## src/rtl/piso_serializer.sv

```systemverilog
// Parallel-in/serial-out transmitter with valid/ready load port,
// frame-start and last-bit markers, and clock-enable gating.
module piso_serializer #(
  parameter int WIDTH      = 8,
  parameter bit MSB_FIRST  = 1'b1,
  parameter bit IDLE_LEVEL = 1'b0
) (
  input  logic             Clk,
  input  logic             Rst,
  input  logic             En,
  input  logic [WIDTH-1:0] Din,
  input  logic             Load_valid,
  output logic             Load_ready,
  output logic             Sout,
  output logic             Sout_valid,
  output logic             Frame_start,
  output logic             Last,
  output logic             Busy
);

  localparam int CW = (WIDTH > 2) ? $clog2(WIDTH) : 1;
  localparam logic [CW-1:0] CNT_TOP = CW'(WIDTH - 1);
  localparam logic [CW-1:0] CNT_ONE = CW'(1);

  typedef enum logic {
    IDLE,
    SHIFT
  } state_t;

  state_t           state;
  logic [WIDTH-1:0] sreg;
  logic [CW-1:0]    cnt;

  logic             accept;
  logic             load_bit;
  logic [WIDTH-1:0] load_rest;
  logic             next_bit;
  logic [WIDTH-1:0] sreg_next;

  // Ready only when the line is free this edge: idle, or last bit out.
  assign Load_ready = En & ~Rst &
                      ((state == IDLE) |
                       ((state == SHIFT) & (cnt == '0)));
  assign accept = Load_valid & Load_ready;

  // Shift register holds the bits still to be sent, next one at the head.
  always_comb begin
    if (MSB_FIRST) begin
      load_bit  = Din[WIDTH-1];
      load_rest = {Din[WIDTH-2:0], 1'b0};
      next_bit  = sreg[WIDTH-1];
      sreg_next = {sreg[WIDTH-2:0], 1'b0};
    end else begin
      load_bit  = Din[0];
      load_rest = {1'b0, Din[WIDTH-1:1]};
      next_bit  = sreg[0];
      sreg_next = {1'b0, sreg[WIDTH-1:1]};
    end
  end

  always_ff @(posedge Clk) begin
    if (Rst) begin
      state       <= IDLE;
      sreg        <= '0;
      cnt         <= '0;
      Sout        <= IDLE_LEVEL;
      Sout_valid  <= 1'b0;
      Frame_start <= 1'b0;
      Last        <= 1'b0;
      Busy        <= 1'b0;
    end else if (En) begin
      unique case (state)
        IDLE: begin
          if (accept) begin
            state       <= SHIFT;
            sreg        <= load_rest;
            cnt         <= CNT_TOP;
            Sout        <= load_bit;
            Sout_valid  <= 1'b1;
            Frame_start <= 1'b1;
            Last        <= 1'b0;
            Busy        <= 1'b1;
          end else begin
            Sout        <= IDLE_LEVEL;
            Sout_valid  <= 1'b0;
            Frame_start <= 1'b0;
            Last        <= 1'b0;
            Busy        <= 1'b0;
          end
        end
        SHIFT: begin
          if (cnt != '0) begin
            sreg        <= sreg_next;
            cnt         <= cnt - CNT_ONE;
            Sout        <= next_bit;
            Frame_start <= 1'b0;
            Last        <= (cnt == CNT_ONE);
          end else if (accept) begin
            sreg        <= load_rest;
            cnt         <= CNT_TOP;
            Sout        <= load_bit;
            Sout_valid  <= 1'b1;
            Frame_start <= 1'b1;
            Last        <= 1'b0;
            Busy        <= 1'b1;
          end else begin
            state       <= IDLE;
            sreg        <= '0;
            Sout        <= IDLE_LEVEL;
            Sout_valid  <= 1'b0;
            Frame_start <= 1'b0;
            Last        <= 1'b0;
            Busy        <= 1'b0;
          end
        end
        default: begin
          state <= IDLE;
        end
      endcase
    end
  end

endmodule

```

## config.mk

```make
export PLATFORM = sky130hd
export DESIGN_NAME = piso_serializer
export DESIGN_NICKNAME = d
export VERILOG_FILES = /design/src/rtl/piso_serializer.sv
export SDC_FILE = /design/constraint.sdc
export NUM_CORES = 1
export LEC_CHECK = 0
export ABC_AREA = 1
export BUFFER_PORTS_ARGS = -buffer_cell sky130_fd_sc_hd__buf_2
export CORE_ASPECT_RATIO = 1.2
export CORE_UTILIZATION = 50
export CTS_CLUSTER_DIAMETER = 40
export DETAILED_ROUTE_END_ITERATION = 6
export PLACE_DENSITY = 0.82
export SETUP_SLACK_MARGIN = 0.5
export SLEW_MARGIN = 20
export SYNTH_ARGS = -nofsm -noshare
export SYNTH_HDL_FRONTEND = slang
export SYNTH_SLANG_ARGS = --single-unit
```

## constraint.sdc

```tcl
create_clock -name Clk -period 2.8 [get_ports Clk]
set_input_delay 0.56 -clock Clk [delete_from_list [all_inputs] [get_ports Clk]]
set_output_delay 0.56 -clock Clk [all_outputs]
set_load 0.005 [all_outputs]
```

==> results_dict.tcl, run 1 <==
set metrics [dict create \
    cts.hold.buffers_added 0 \
    cts_tree "built" \
    clock-sinks 15 \
    required_ns 2.24 \
    final_cell_mix "23 x nand2_1, 17 x buf_2, 15 x dfxtp_1" \
    synthArstFlopShare 0 \
    hold_viol 0 \
    dp_hpwl_mm 1.23 \
    h-tree-depth 1 \
    clk_pin_slew_ns 0.09 \
    setup.worst_path.end_class "primary output" \
    grt_pass1_wl_mm 2.70 \
    crit_type "flop to primary output" \
    synth_nets 131 \
    pwr_density_cell_mw_per_mm2 461 \
    path_max_fanout 9 \
    synth_top_family_by_area "simple AND/OR/NAND/NOR gates" \
    dieWidth_um 39.2 \
    ant_nets 0 \
    start_util 0.559 \
    fp-row-count 15 \
    fillCellCount 140 \
    cp.arrival_ns 1.37 \
    holdWs_ns 0.485 \
    grt_max_degree 11 \
    numCtsBuffers 3 \
    cts-root-buf "clkbuf_4" \
    max_slew_margin 0.743 \
    synth.distinct_cells 20 \
    wl_per_cell_um 11.3 \
    syn_inst 116 \
    ctsResizeCount 0 \
    synth-adder-area-share 0.0453 \
    synth_area_um2 828 \
    nets 149 \
    outcome "complete, no violations" \
    tightest_slew_ns 0.386 \
    synth_compound_area_frac 0.109 \
    p_comb_frac 0.158 \
    ys_seq_area_frac 0.363 \
    port_buffers 17 \
    core_area_mm2 0.00148 \
    grt_pass1_vias 654 \
    p_clk_frac 0.304 \
    overflow 0 \
    synth_flop_cell "dfxtp_1" \
    yosysWarnings 0 \
    synth_top_area_frac 0.363 \
    p_leak_nw 0.503 \
    fmax_mhz 519 \
    internal-power_mw 0.301 \
    synth-edff-count 0 \
    synth_simple_gate_area_frac 0.360 \
    num_antenna_cells 0 \
    antenna_found_initial 0 \
    rsz0062_at_grt "false" \
    final.setup.tns_ns 0 \
    layout_commonest_cell "nand2_1" \
    setup_viol 0 \
    grt_use_total 0.213 \
    clock_skew_ns 0.0109 \
    synth.ff_latch_count 15 \
    drt_iter0_markers 18 \
    vias 777 \
    cts_setup_buffers 0 \
    fin_crit_sh 0.688 \
    start_kind "flop" \
    p_sw_frac 0.297 \
    synth-xor-area-share 0 \
    p_sw_mw 0.127 \
    period_needed_ns 1.93 \
    routabilityCongestion 0.814 \
    avgSynthCellArea_um2 7.14 \
    slew_viol_final 0 \
    hp-class "flop to flop" \
    ir_worst_vdd_mv 0.255 \
    p_total_mw 0.428 \
    dieArea_mm2 0.00182 \
    seqPwrFrac 0.538 \
    drt_wl_total_mm 1.70 \
    synth_area_leaders "dfxtp_1 36%, nand2_1 10%, inv_1 6.3%" \
    ios 18 \
    clock_latency_ns 0.30 \
    die_h_um 46.6 \
    synth_mux_area_frac 0 \
    routed_via_density 5.18 \
    cts.path.max_buffers 2 \
    cap_violations 0 \
    drive_gt1_frac 0.271 \
    drcViolationCount 0 \
    drt_first_pass_iters 4 \
    yosysTopAreaCell "dfxtp_1" \
    synthToLayoutAreaGrowth_pct 12.1 \
]
power by group through the flow:
stage | Combinational, mW | Clock [mW] | Sequential (mW)
3_3_place_gp | 0.0655 | 0 | 0.235
2_1_floorplan | 0.0523 | 0 | 0.232
6_report | 0.0677 | 0.130 | 0.230
4_1_cts | 0.0677 | 0.128 | 0.230
5_1_grt | 0.0757 | 0.135 | 0.232
3_5_place_dp | 0.0676 | 0 | 0.235
area by class of cell:
type                            count  area, um2  share of cell area
Clock buffer                        3       22.5              0.0243
Clock inverter                      1       5.00             0.00539
Tap cell                           17       21.3              0.0229
Sequential cell                    15        300               0.323
Inverter                           17       68.8              0.0741
Multi-Input combinational cell     80        425               0.458
Timing Repair Buffer               17       85.1              0.0916
cells by family (layout without fill, tap and decap cells):
logic type / after synthesis / after routing
simple gates: 61 / 61
buf+inv: 21 / 38
compound gates: 16 / 16
fa+ha+maj: 3 / 3
flops: 15 / 15
routing by layer:
layer | vias up | share of wire | track usage
li1 | 400 | - | -
met1 | 339 | 0.46 | 0.264
met2 | 33 | 0.44 | 0.353
met3 | 5 | 0.083 | 0.0290
met4 | 0 | 0.022 | 0.110
met5 | - | 0 | 0
final timing paths:
kind	cells after the start	start	end	slack, ns
setup reg to reg	8	cnt[0]$_SDFFE_PP0P_	cnt[1]$_SDFFE_PP0P_	1.36
setup / recovery	4	state$_SDFFE_PP0P_	Load_ready	0.87
hold / removal	2	Frame_start$_SDFFE_PP0P_	Frame_start$_SDFFE_PP0P_	0.49
hold reg to reg	2	Frame_start$_SDFFE_PP0P_	Frame_start$_SDFFE_PP0P_	0.49
stage by stage:
step	instances	setup slack [ns]	util	cell area, um2
after floorplan	116	1.33	-	828
after global placement	146	1.15	0.608	901
after detailed placement	146	1.13	0.608	901
after CTS	150	0.879	0.626	928
after global routing	150	0.788	0.626	928
final	150	0.875	0.626	928
critical path, cell delays in order (launching register included):
cell     delay [ns]
dfxtp_1        0.56
inv_1          0.14
a21oi_2        0.20
nor2_1         0.06
buf_2          0.12
flip-flops by register name, summed over array words and instances, names as in the netlist:
name / flops
state: 1
Frame_start: 1
Busy: 1
sreg: 7
cnt: 3
Sout: 1
Last: 1
synth_stat cells (3+ instances only):
master   number
nand2_1      23
dfxtp_1      15
inv_1        14
nor2_1       14
nand3_1      10
a21oi_1       8
o21ai_0       5
nand4_1       4
nor2_2        4
buf_4         3
ha_1          3
nand2_2       3
No activity file was read; power rests on OpenSTA's default activity.
==> inputs of run 2 (changes only) <==
==> constraint.sdc (replaced) <==
create_clock -name Clk -period 1.96 [get_ports Clk]
set_input_delay 0.392 -clock Clk [delete_from_list [all_inputs] [get_ports Clk]]
set_output_delay 0.392 -clock Clk [all_outputs]
set_load 0.005 [all_outputs]
==> run 2 against run 1 <==
Register-to-register slack lost 0.83 ns. Largest cell class unchanged. Cell count grew 3.3%. Combinational power grew 71%. Clock power grew 42%. Critical path type unchanged. Largest power group unchanged.
==> results_dict.tcl, run 2 (synthesis results as in run 1) <==
set metrics [dict create \
    fin_crit_sh 0.799 \
    rr_worst_depth 9 \
    setup_viol 0 \
    fin_area_um2 992 \
    layout_commonest_cell "nand2_1" \
    core_area_mm2 0.00148 \
    p_leak_nw 0.531 \
    reg2reg_slack_ns 0.53 \
    slowest_stage "dfxtp_2" \
    clock-sinks 15 \
    dieWidth_um 39.2 \
    cp_cell_sequence "inv_2 -> ha_4 -> a21oi_4 -> nor2_1 -> buf_2" \
    hold_viol 0 \
    final_util 0.669 \
    path_max_fanout 2 \
    pwr_density_cell_mw_per_mm2 635 \
    placed_area_um2 901 \
    cap_violations 0 \
    max_slew_margin 0.834 \
    holdWs_ns 0.333 \
    met1_length_um 837 \
    cts-root-buf "clkbuf_4" \
    grt_use_total 0.233 \
    synthToLayoutAreaGrowth_pct 19.8 \
    fillCellCount 130 \
    num_antenna_cells 0 \
    hp-class "primary input to flop" \
    die_h_um 46.6 \
    drt_iter0_markers 17 \
    port_buffers 17 \
    vias 818 \
    nets 154 \
    largest_reg_flops 7 \
    max_stage_delay_ns 0.35 \
    wl_per_cell_um 12.3 \
    grt_pass1_wl_mm 2.86 \
    routed.top_layer "met4" \
    met3RoutedLength_um 101 \
    rsz0062_at_grt "true" \
    wl_met2_um 919 \
    fp-row-count 15 \
    cts.path.max_buffers 2 \
    ant_nets 0 \
    final_cells 155 \
    drt_first_pass_iters 4 \
    antenna_found_initial 0 \
    start_util 0.559 \
    cp.arrival_ns 1.17 \
    clock_latency_ns 0.29 \
    final_cell_mix "23 x nand2_1, 17 x buf_2, 14 x nor2_1" \
    crit-reg2reg-launch "cnt[0]$_SDFFE_PP0P_" \
    ios 18 \
    slew_viol_final 0 \
    dp_hpwl_mm 1.35 \
    seq_area_um2 307 \
    start_kind "flop" \
    final.setup.tns_ns 0 \
    fmax_mhz 638 \
    overflow 0 \
    drive_gt1_frac 0.341 \
    grt_max_degree 11 \
    top_register "sreg" \
    cts.hold.buffers_added 0 \
    routabilityCongestion 0.846 \
    dieArea_mm2 0.00182 \
    multi_input_area_um2 445 \
    grt_pass1_vias 677 \
    cts_tree "built" \
    clock_skew_ns 0.00118 \
    h-tree-depth 1 \
    crit_end "Load_ready" \
    r2r-end "cnt[1]$_SDFFE_PP0P_" \
    crit_type "flop to primary output" \
    setup.worst_path.end_class "primary output" \
    ir_worst_vdd_mv 0.389 \
    drt_wl_total_mm 1.91 \
    outcome "complete, no violations" \
    critPathLaunch "cnt[0]$_SDFFE_PP0P_" \
    tightest_slew_ns 0.250 \
    numCtsBuffers 3 \
    reg_top3 "sreg: 7 flops, cnt: 3 flops" \
    required_ns 1.57 \
    clk_pin_slew_ns 0.10 \
    routed_via_density 5.28 \
    drcViolationCount 0 \
    period_needed_ns 1.57 \
    dpl.cell_count 146 \
]
## run 2: cell count changes in the layout (fill, tap and decap cells not counted), sizes merged
cell	before	now
buf	17	22
## run 2: metrics by stage
step | total power, mW | worst slack (ns)
2_1_floorplan | 0.406 | 0.680
3_3_place_gp | 0.428 | 0.578
3_5_place_dp | 0.434 | 0.535
4_1_cts | 0.629 | 0.425
5_1_grt | 0.656 | 0.357
6_report | 0.630 | 0.394
## run 2: what timing repair did
action / 4_1_cts / 5_1_grt
pin swaps: 3 / 0
endpoints found under the setup margin: 1 / 4
resized for setup: 9 / 0
setup buffers: 5 / 0
## run 2: layout make-up
type / count / area share
repair buffers: 22 / 0.124
well taps: 17 / 0.0214
multi-input cells: 80 / 0.449
clock buffers: 3 / 0.0227
inverters: 17 / 0.0694
clock inverters: 1 / 0.00504
flip-flops and latches: 15 / 0.309
## run 2: critical path, delay by kind of cell (launching register included)
family	cells	cell delay [ns]
AO/OA/AOI/OAI	1	0.13
adder cells (fa/ha/maj)	1	0.16
buffers and inverters	2	0.17
flip-flops	1	0.35
AND/OR/NAND/NOR	1	0.07
## run 2: worst min path at each step
stage	cells past startpoint	startpoint	to	slack [ns]
2_1_floorplan	2	cnt[2]$_SDFFE_PP0P_	cnt[2]$_SDFFE_PP0P_	0.45
3_3_place_gp	2	Last$_SDFFE_PP0P_	Last$_SDFFE_PP0P_	0.46
3_5_place_dp	2	Last$_SDFFE_PP0P_	Last$_SDFFE_PP0P_	0.47
4_1_cts	3	Din[7]	Sout$_SDFFE_PP0P_	0.34
5_1_grt	3	Din[7]	Sout$_SDFFE_PP0P_	0.34
6_report	3	Din[7]	Sout$_SDFFE_PP0P_	0.33
## run 2: metal layers
metal | track usage | up-vias
met3 | 0.0483 | 9
li1 | - | 409
met5 | 0 | -
met4 | 0.117 | 0
met1 | 0.267 | 373
met2 | 0.400 | 27
## run 2: power by group
part           total [mW]  internal [mW]  switching (mW)
logic               0.116         0.0471          0.0689
clock network       0.185         0.0760           0.109
registers           0.329          0.318          0.0104
